$ cat config.mk
export PLATFORM = sky130hd
export DESIGN_NAME = bmp_stream_parser
export DESIGN_NICKNAME = d
export VERILOG_FILES = /design/src/rtl/bmp_stream_parser.sv
export SDC_FILE = /design/constraint.sdc
export NUM_CORES = 1
export LEC_CHECK = 0
export BUFFER_PORTS_ARGS = -buffer_cell sky130_fd_sc_hd__buf_4
export CORE_MARGIN = 4
export CORE_UTILIZATION = 50
export CTS_CLUSTER_DIAMETER = 100
export CTS_CLUSTER_SIZE = 20
export DETAILED_ROUTE_END_ITERATION = 8
export GPL_ROUTABILITY_DRIVEN = 0
export GPL_TIMING_DRIVEN = 0
export PLACE_DENSITY_LB_ADDON = 0.12
export SYNTH_ARGS = -nofsm -noshare
export SYNTH_HDL_FRONTEND = slang
export SYNTH_SLANG_ARGS = --single-unit
$ cat constraint.sdc
create_clock -name clk -period 4.3 [get_ports clk]
set_input_delay 0 -clock clk [delete_from_list [all_inputs] [get_ports clk]]
set_output_delay 0 -clock clk [all_outputs]
set_load 0.02 [all_outputs]
$ cat src/rtl/bmp_stream_parser.sv
// bmp_stream_parser
//   Turns a raw BMP file image (byte 0 first) into a stream of 24-bit pixels.
//   The 54-byte header is parsed and checked, any gap up to the pixel data is
//   skipped, row padding is stripped and every pixel is tagged with its
//   coordinates and frame markers.
//
// Ports
//   clk, rst            clock; synchronous active-high reset
//   start               begin a new file (honoured in IDLE, DONE, ERROR)
//   in_data/in_valid/in_ready     byte input stream
//   pix_rgb/pix_valid/pix_ready   {R,G,B} pixel output stream
//   pix_x, pix_y        column / file-order row of the presented pixel
//   sof, eol, eof       frame / row markers, qualified by pix_valid
//   hdr_*               parsed header fields, hdr_valid once checked
//   busy, err           parser activity, sticky header error
//   dbg_state           current FSM state (state_t encoding)
//
// Handshake: a transfer happens on a rising edge where valid && ready are
// both 1. A valid source holds its data stable until that edge; ready may
// depend combinationally on valid but valid never waits on ready.
module bmp_stream_parser #(
  parameter int DIM_W = 16
) (
  input  logic             clk,
  input  logic             rst,
  input  logic             start,
  input  logic [7:0]       in_data,
  input  logic             in_valid,
  output logic             in_ready,
  output logic [23:0]      pix_rgb,
  output logic             pix_valid,
  input  logic             pix_ready,
  output logic [DIM_W-1:0] pix_x,
  output logic [DIM_W-1:0] pix_y,
  output logic             sof,
  output logic             eol,
  output logic             eof,
  output logic [DIM_W-1:0] hdr_width,
  output logic [DIM_W-1:0] hdr_height,
  output logic [31:0]      hdr_offset,
  output logic [31:0]      hdr_size,
  output logic             hdr_valid,
  output logic             busy,
  output logic             err,
  output logic [2:0]       dbg_state
);

  typedef enum logic [2:0] {
    S_IDLE   = 3'd0,
    S_HEADER = 3'd1,
    S_SKIP   = 3'd2,
    S_PIXEL  = 3'd3,
    S_PAD    = 3'd4,
    S_DONE   = 3'd5,
    S_ERROR  = 3'd6
  } state_t;

  state_t           state_q, state_d;
  logic [31:0]      cnt_q, cnt_d;
  logic [31:0]      size_q, size_d;
  logic [31:0]      offset_q, offset_d;
  logic [31:0]      width_q, width_d;
  logic [31:0]      height_q, height_d;
  logic [15:0]      bpp_q, bpp_d;
  logic             hdr_valid_q, hdr_valid_d;
  logic             err_q, err_d;
  logic [DIM_W-1:0] x_q, x_d;
  logic [DIM_W-1:0] y_q, y_d;
  logic [1:0]       phase_q, phase_d;
  logic [7:0]       b_q, b_d;
  logic [7:0]       g_q, g_d;
  logic [1:0]       pad_cnt_q, pad_cnt_d;
  logic             last_row_q, last_row_d;
  logic [23:0]      pix_rgb_q, pix_rgb_d;
  logic             pix_valid_q, pix_valid_d;
  logic [DIM_W-1:0] pix_x_q, pix_x_d;
  logic [DIM_W-1:0] pix_y_q, pix_y_d;
  logic             sof_q, sof_d;
  logic             eol_q, eol_d;
  logic             eof_q, eof_d;

  logic             in_ready_c;
  logic             accept;
  logic [DIM_W-1:0] w_last;
  logic [DIM_W-1:0] h_last;
  logic             at_eol;
  logic [3:0]       w3;
  logic [1:0]       pad_len;
  logic             hdr_bad;

  assign w_last  = width_q[DIM_W-1:0] - DIM_W'(1);
  assign h_last  = height_q[DIM_W-1:0] - DIM_W'(1);
  assign at_eol  = (x_q == w_last);
  // Row padding only depends on 3*width mod 4, i.e. on width[1:0].
  assign w3      = 4'(width_q[1:0]) * 4'd3;
  assign pad_len = 2'(4'd4 - {2'b00, w3[1:0]});
  // Upper-bit check also rejects negative (top-down) heights.
  assign hdr_bad = (bpp_q != 16'd24) || (width_q == 32'd0) || (height_q == 32'd0) ||
                   ((width_q >> DIM_W) != 32'd0) || ((height_q >> DIM_W) != 32'd0) ||
                   (offset_q < 32'd54);

  always_comb begin
    in_ready_c = 1'b0;
    case (state_q)
      S_HEADER, S_SKIP, S_PAD: in_ready_c = 1'b1;
      S_PIXEL:                 in_ready_c = !pix_valid_q || pix_ready;
      default:                 in_ready_c = 1'b0;
    endcase
  end

  assign accept = in_valid && in_ready_c;

  always_comb begin
    state_d     = state_q;
    cnt_d       = cnt_q;
    size_d      = size_q;
    offset_d    = offset_q;
    width_d     = width_q;
    height_d    = height_q;
    bpp_d       = bpp_q;
    hdr_valid_d = hdr_valid_q;
    err_d       = err_q;
    x_d         = x_q;
    y_d         = y_q;
    phase_d     = phase_q;
    b_d         = b_q;
    g_d         = g_q;
    pad_cnt_d   = pad_cnt_q;
    last_row_d  = last_row_q;
    pix_rgb_d   = pix_rgb_q;
    pix_valid_d = pix_valid_q;
    pix_x_d     = pix_x_q;
    pix_y_d     = pix_y_q;
    sof_d       = sof_q;
    eol_d       = eol_q;
    eof_d       = eof_q;

    if (accept) cnt_d = cnt_q + 32'd1;

    // Output register drains independently of the parser state; a new
    // pixel loaded below in the same cycle takes priority.
    if (pix_valid_q && pix_ready) begin
      pix_valid_d = 1'b0;
      sof_d       = 1'b0;
      eol_d       = 1'b0;
      eof_d       = 1'b0;
    end

    case (state_q)
      S_IDLE, S_DONE, S_ERROR: begin
        if (start) begin
          state_d     = S_HEADER;
          cnt_d       = 32'd0;
          err_d       = 1'b0;
          hdr_valid_d = 1'b0;
          x_d         = '0;
          y_d         = '0;
          phase_d     = 2'd0;
          pad_cnt_d   = 2'd0;
          last_row_d  = 1'b0;
        end
      end
      S_HEADER: begin
        if (accept) begin
          case (cnt_q)
            32'd0:  if (in_data != 8'h42) state_d = S_ERROR;
            32'd1:  if (in_data != 8'h4D) state_d = S_ERROR;
            32'd2:  size_d[7:0]     = in_data;
            32'd3:  size_d[15:8]    = in_data;
            32'd4:  size_d[23:16]   = in_data;
            32'd5:  size_d[31:24]   = in_data;
            32'd10: offset_d[7:0]   = in_data;
            32'd11: offset_d[15:8]  = in_data;
            32'd12: offset_d[23:16] = in_data;
            32'd13: offset_d[31:24] = in_data;
            32'd18: width_d[7:0]    = in_data;
            32'd19: width_d[15:8]   = in_data;
            32'd20: width_d[23:16]  = in_data;
            32'd21: width_d[31:24]  = in_data;
            32'd22: height_d[7:0]   = in_data;
            32'd23: height_d[15:8]  = in_data;
            32'd24: height_d[23:16] = in_data;
            32'd25: height_d[31:24] = in_data;
            32'd28: bpp_d[7:0]      = in_data;
            32'd29: bpp_d[15:8]     = in_data;
            32'd53: begin
              // All checked fields were latched by byte 29.
              if (hdr_bad) begin
                state_d = S_ERROR;
              end else begin
                hdr_valid_d = 1'b1;
                state_d     = (offset_q > 32'd54) ? S_SKIP : S_PIXEL;
              end
            end
            default: ;
          endcase
        end
      end
      S_SKIP: begin
        if (accept && (cnt_q + 32'd1 == offset_q)) state_d = S_PIXEL;
      end
      S_PIXEL: begin
        if (accept) begin
          case (phase_q)
            2'd0: begin
              b_d     = in_data;
              phase_d = 2'd1;
            end
            2'd1: begin
              g_d     = in_data;
              phase_d = 2'd2;
            end
            default: begin
              phase_d     = 2'd0;
              pix_rgb_d   = {in_data, g_q, b_q};
              pix_valid_d = 1'b1;
              pix_x_d     = x_q;
              pix_y_d     = y_q;
              sof_d       = (x_q == '0) && (y_q == '0);
              eol_d       = at_eol;
              eof_d       = at_eol && (y_q == h_last);
              if (at_eol) begin
                x_d = '0;
                y_d = y_q + DIM_W'(1);
                if (pad_len != 2'd0) begin
                  state_d    = S_PAD;
                  pad_cnt_d  = 2'd0;
                  last_row_d = (y_q == h_last);
                end else if (y_q == h_last) begin
                  state_d = S_DONE;
                end
              end else begin
                x_d = x_q + DIM_W'(1);
              end
            end
          endcase
        end
      end
      S_PAD: begin
        if (accept) begin
          pad_cnt_d = pad_cnt_q + 2'd1;
          if (pad_cnt_q == pad_len - 2'd1) state_d = last_row_q ? S_DONE : S_PIXEL;
        end
      end
      default: ;
    endcase

    if (state_d == S_ERROR) begin
      err_d       = 1'b1;
      pix_valid_d = 1'b0;
      sof_d       = 1'b0;
      eol_d       = 1'b0;
      eof_d       = 1'b0;
    end
  end

  always_ff @(posedge clk) begin
    if (rst) begin
      state_q     <= S_IDLE;
      cnt_q       <= 32'd0;
      size_q      <= 32'd0;
      offset_q    <= 32'd0;
      width_q     <= 32'd0;
      height_q    <= 32'd0;
      bpp_q       <= 16'd0;
      hdr_valid_q <= 1'b0;
      err_q       <= 1'b0;
      x_q         <= '0;
      y_q         <= '0;
      phase_q     <= 2'd0;
      b_q         <= 8'd0;
      g_q         <= 8'd0;
      pad_cnt_q   <= 2'd0;
      last_row_q  <= 1'b0;
      pix_rgb_q   <= 24'd0;
      pix_valid_q <= 1'b0;
      pix_x_q     <= '0;
      pix_y_q     <= '0;
      sof_q       <= 1'b0;
      eol_q       <= 1'b0;
      eof_q       <= 1'b0;
    end else begin
      state_q     <= state_d;
      cnt_q       <= cnt_d;
      size_q      <= size_d;
      offset_q    <= offset_d;
      width_q     <= width_d;
      height_q    <= height_d;
      bpp_q       <= bpp_d;
      hdr_valid_q <= hdr_valid_d;
      err_q       <= err_d;
      x_q         <= x_d;
      y_q         <= y_d;
      phase_q     <= phase_d;
      b_q         <= b_d;
      g_q         <= g_d;
      pad_cnt_q   <= pad_cnt_d;
      last_row_q  <= last_row_d;
      pix_rgb_q   <= pix_rgb_d;
      pix_valid_q <= pix_valid_d;
      pix_x_q     <= pix_x_d;
      pix_y_q     <= pix_y_d;
      sof_q       <= sof_d;
      eol_q       <= eol_d;
      eof_q       <= eof_d;
    end
  end

  assign in_ready   = in_ready_c;
  assign pix_rgb    = pix_rgb_q;
  assign pix_valid  = pix_valid_q;
  assign pix_x      = pix_x_q;
  assign pix_y      = pix_y_q;
  assign sof        = sof_q;
  assign eol        = eol_q;
  assign eof        = eof_q;
  assign hdr_width  = width_q[DIM_W-1:0];
  assign hdr_height = height_q[DIM_W-1:0];
  assign hdr_offset = offset_q;
  assign hdr_size   = size_q;
  assign hdr_valid  = hdr_valid_q;
  assign err        = err_q;
  assign busy       = (state_q == S_HEADER) || (state_q == S_SKIP) ||
                      (state_q == S_PIXEL)  || (state_q == S_PAD);
  assign dbg_state  = state_q;

endmodule

==> impl_metrics.env <==
export IMPL_outcome="complete, no violations"
export IMPL_number_of_antenna_repair_diodes=0
export IMPL_io_pins=176
export IMPL_wire_per_inst_um=18.8
export IMPL_die_area_sq_um=31800
export IMPL_route_detailed_drc=0
export IMPL_synth_lib_cells_used_distinct=75
export IMPL_post_route_period_util=0.836
export IMPL_synthesis_area_per_instance_sq_um=8.12
export IMPL_synthesis_nets=1809
export IMPL_synth_seq_cells=294
export IMPL_rsz0062_at_grt="no"
export IMPL_synth_top_cell_area_share=0.406
export IMPL_worstSetupStartpoint="width_q[0]"
export IMPL_number_of_instances_in_the_synthesized_netlist=1786
export IMPL_fin_util=0.589
export IMPL_largest_net_degree_at_the_start_of_global_routing=21
export IMPL_total_negative_setup_slack_ns=0
export IMPL_yosysWarnings=0
export IMPL_r2r_slack_ns=0.71
export IMPL_ranking_of_synthesized_cells_by_area="sky130_fd_sc_hd__dfxtp_1, sky130_fd_sc_hd__mux2i_1, sky130_fd_sc_hd__nand2_1, sky130_fd_sc_hd__nor2_1, sky130_fd_sc_hd__a21oi_1"
export IMPL_clock_root_buffer="sky130_fd_sc_hd__clkbuf_16"
export IMPL_grt_overflow=0
export IMPL_asyncSetResetFlopFracSynth=0
export IMPL_length_in_cells_of_the_worst_reg_to_reg_path=13
export IMPL_power_leakage_nw=6.90
export IMPL_postRouteWirelength_um=44600
export IMPL_area_delta_synth_final_pct=16.4
export IMPL_post_synth_top_area_cell="sky130_fd_sc_hd__dfxtp_1"
export IMPL_final_antenna_net_count=0
export IMPL_critical_path_required_ns=4.73
export IMPL_period_minus_slack_ns=3.59
export IMPL_cts_max_level=1
export IMPL_cts_setup_buffers=0
export IMPL_cts_resized=0
export IMPL_start_util=0.506
export IMPL_power_density_nw_per_um2=305
export IMPL_fin_cells=2374
export IMPL_mostFrequentLayoutCells="sky130_fd_sc_hd__dfxtp_1, sky130_fd_sc_hd__nand2_1, sky130_fd_sc_hd__nor2_1, sky130_fd_sc_hd__buf_4, sky130_fd_sc_hd__a21oi_1"
export IMPL_clk_latency_ns=0.52
export IMPL_cp_start_kind="flop"
export IMPL_synthesis_area_sq_um=14500
export IMPL_setup_viol=0
export IMPL_fp_dieH_um=178
export IMPL_place_inst=2344
export IMPL_post_route_cells_drive_above_1_share=0.126
export IMPL_fmax_mhz=278
export IMPL_timing_critical_path_fanout_max=10
export IMPL_number_of_enable_type_register_cells_in_the_synthesized_netlist=0
export IMPL_seq_area_frac_synth=0.406
export IMPL_critical_path_arrival_ns=4.03
export IMPL_final_setup_skew_ns=0.0267
export IMPL_via_count=13566
export IMPL_layout_nets=2013
export IMPL_tritoncts_clock_tree="done"
export IMPL_max_cap_viol_count=0
export IMPL_row_count=62
export IMPL_timing_slew_headroom=0.150
export IMPL_min_delay_path_class="in -> reg"
export IMPL_crit_path_end="y_q[13]"
export IMPL_dieWidth_um=178
export IMPL_number_of_buffer_cells_added_on_primary_ports=174
export IMPL_avgViaCountPerCell=5.71
export IMPL_clock_input_transition_at_the_sequential_cells_of_the_worst_setup_and_hold_paths_ns=0.09
export IMPL_setup_worst_path_end_class="flop"
export IMPL_hold_violations=0
export IMPL_reg_to_reg_critical_path_startpoint="width_q[0]"
export IMPL_dr_pass1_iters=6
export IMPL_timing_worst_slew_pin_value_ns=1.28
export IMPL_clockBufferDepth=3
export IMPL_worst_ir_drop_on_vdd_mv=0.204
export IMPL_top_ff_cell_synth="sky130_fd_sc_hd__dfxtp_1"
export IMPL_global_route_wire_length_before_repair_um=69500
export IMPL_clock_buffer_count_from_cts=18
export IMPL_criticalPathCategory="reg -> reg"
export IMPL_antenna_found_initial=0
export IMPL_final_common_cell="sky130_fd_sc_hd__dfxtp_1"
export IMPL_all_layer_gr_usage=0.272
export IMPL_cts_sinks=294
export IMPL_first_global_vias=12693
export IMPL_regToRegEndpoint="y_q[13]"
export IMPL_detailedPlacementHpwl_um=32900
export IMPL_final_max_slew_viol_count=0
export IMPL_cts_hold_fix_buffers=10
export IMPL_drt_initial_drc_count=1162
export IMPL_core_area_sq_um=28600
## metal layers
layer  global-route usage  wire [um]
met4               0.0736       1260
met1                0.380      20200
met2                0.445      20200
met3               0.0365       2990
met5                    0          0
## cell families after synthesis
group                    after synthesis  share of synthesized area
flip-flops                           294                      0.406
buffers and inverters                187                     0.0582
XOR/XNOR                             119                     0.0719
AND/OR/NAND/NOR                      798                      0.265
multiplexers                         122                     0.0849
AO/OA/AOI/OAI                        256                      0.106
adder cells (fa/ha/maj)               10                    0.00863
## registers in the layout, summed over array words and instances, names as in the netlist, 24 cells and up
register and flops:
hdr_size 32, height_q 32, cnt_q 32, width_q 32, hdr_offset 32, pix_rgb 24
## how the worst min path moves through the flow
stage	startpoint	end	slack [ns]	cells past startpoint
floorplan	in_data[7]	height_q[31]	0.15	2
global placement	in_data[0]	hdr_size[24]	0.29	3
detailed placement	in_data[0]	hdr_size[24]	0.30	3
CTS	start	pad_cnt_q[0]	0.05	5
global route	rst	dbg_state[2]	0.10	3
finish	start	pad_cnt_q[0]	0.06	5
## synth_stat cells, drive strengths merged (10+ instances only)
library cell	n
dfxtp	294
nand2	251
nor2	216
a21oi	148
mux2i	120
clkbuf	114
nand3	80
xnor2	73
buf	48
nor4	48
xor2	46
nand4	45
o21ai	33
nor3	28
inv	25
and3	19
and2	16
nand2b	14
or4	14
or3	13
nor2b	12
o31ai	11
ha	10
## layout make-up
cell class | count | area [sq um]
fillers | 2660 | 11800
multi-input cells | 1305 | 7770
flip-flops and latches | 294 | 5890
repair buffers | 184 | 1410
plain buffers | 162 | 749
well taps | 384 | 480
clock buffers | 19 | 475
inverters | 25 | 93.8
clock inverters | 1 | 8.76
## metrics by stage
stage	setup slack [ns]	hold slack, ns	instance area (sq um)	power, mW
floorplan	1.40	0.147	14500	3.22
global placement	0.816	0.292	16300	3.46
detailed placement	0.804	0.296	16300	3.46
CTS	0.759	0.0450	16900	5.15
global route	0.474	0.102	16900	5.31
finish	0.706	0.0628	16900	5.14
## critical path: stages, from the launching register on
cell and delay, ns:
sky130_fd_sc_hd__dfxtp_1 0.32, sky130_fd_sc_hd__buf_2 0.19, sky130_fd_sc_hd__inv_1 0.08, sky130_fd_sc_hd__ha_1 0.32, sky130_fd_sc_hd__or3b_2 0.56, sky130_fd_sc_hd__nor4_4 0.41
sky130_fd_sc_hd__mux2_4 0.35, sky130_fd_sc_hd__mux2i_2 0.21, sky130_fd_sc_hd__o21ai_4 0.10, sky130_fd_sc_hd__a31oi_4 0.28, sky130_fd_sc_hd__buf_6 0.19, sky130_fd_sc_hd__buf_2 0.23
sky130_fd_sc_hd__o31ai_1 0.11, sky130_fd_sc_hd__a21oi_1 0.18
## power by group
group / leakage (nW) / switching, mW / internal (mW)
Clock: 0.238 / 0.924 / 0.791
Sequential: 2.37 / 0.0379 / 2.74
Combinational: 4.30 / 0.467 / 0.178
Total: 6.90 / 1.43 / 3.71
Power figures use the tool's default switching activity.
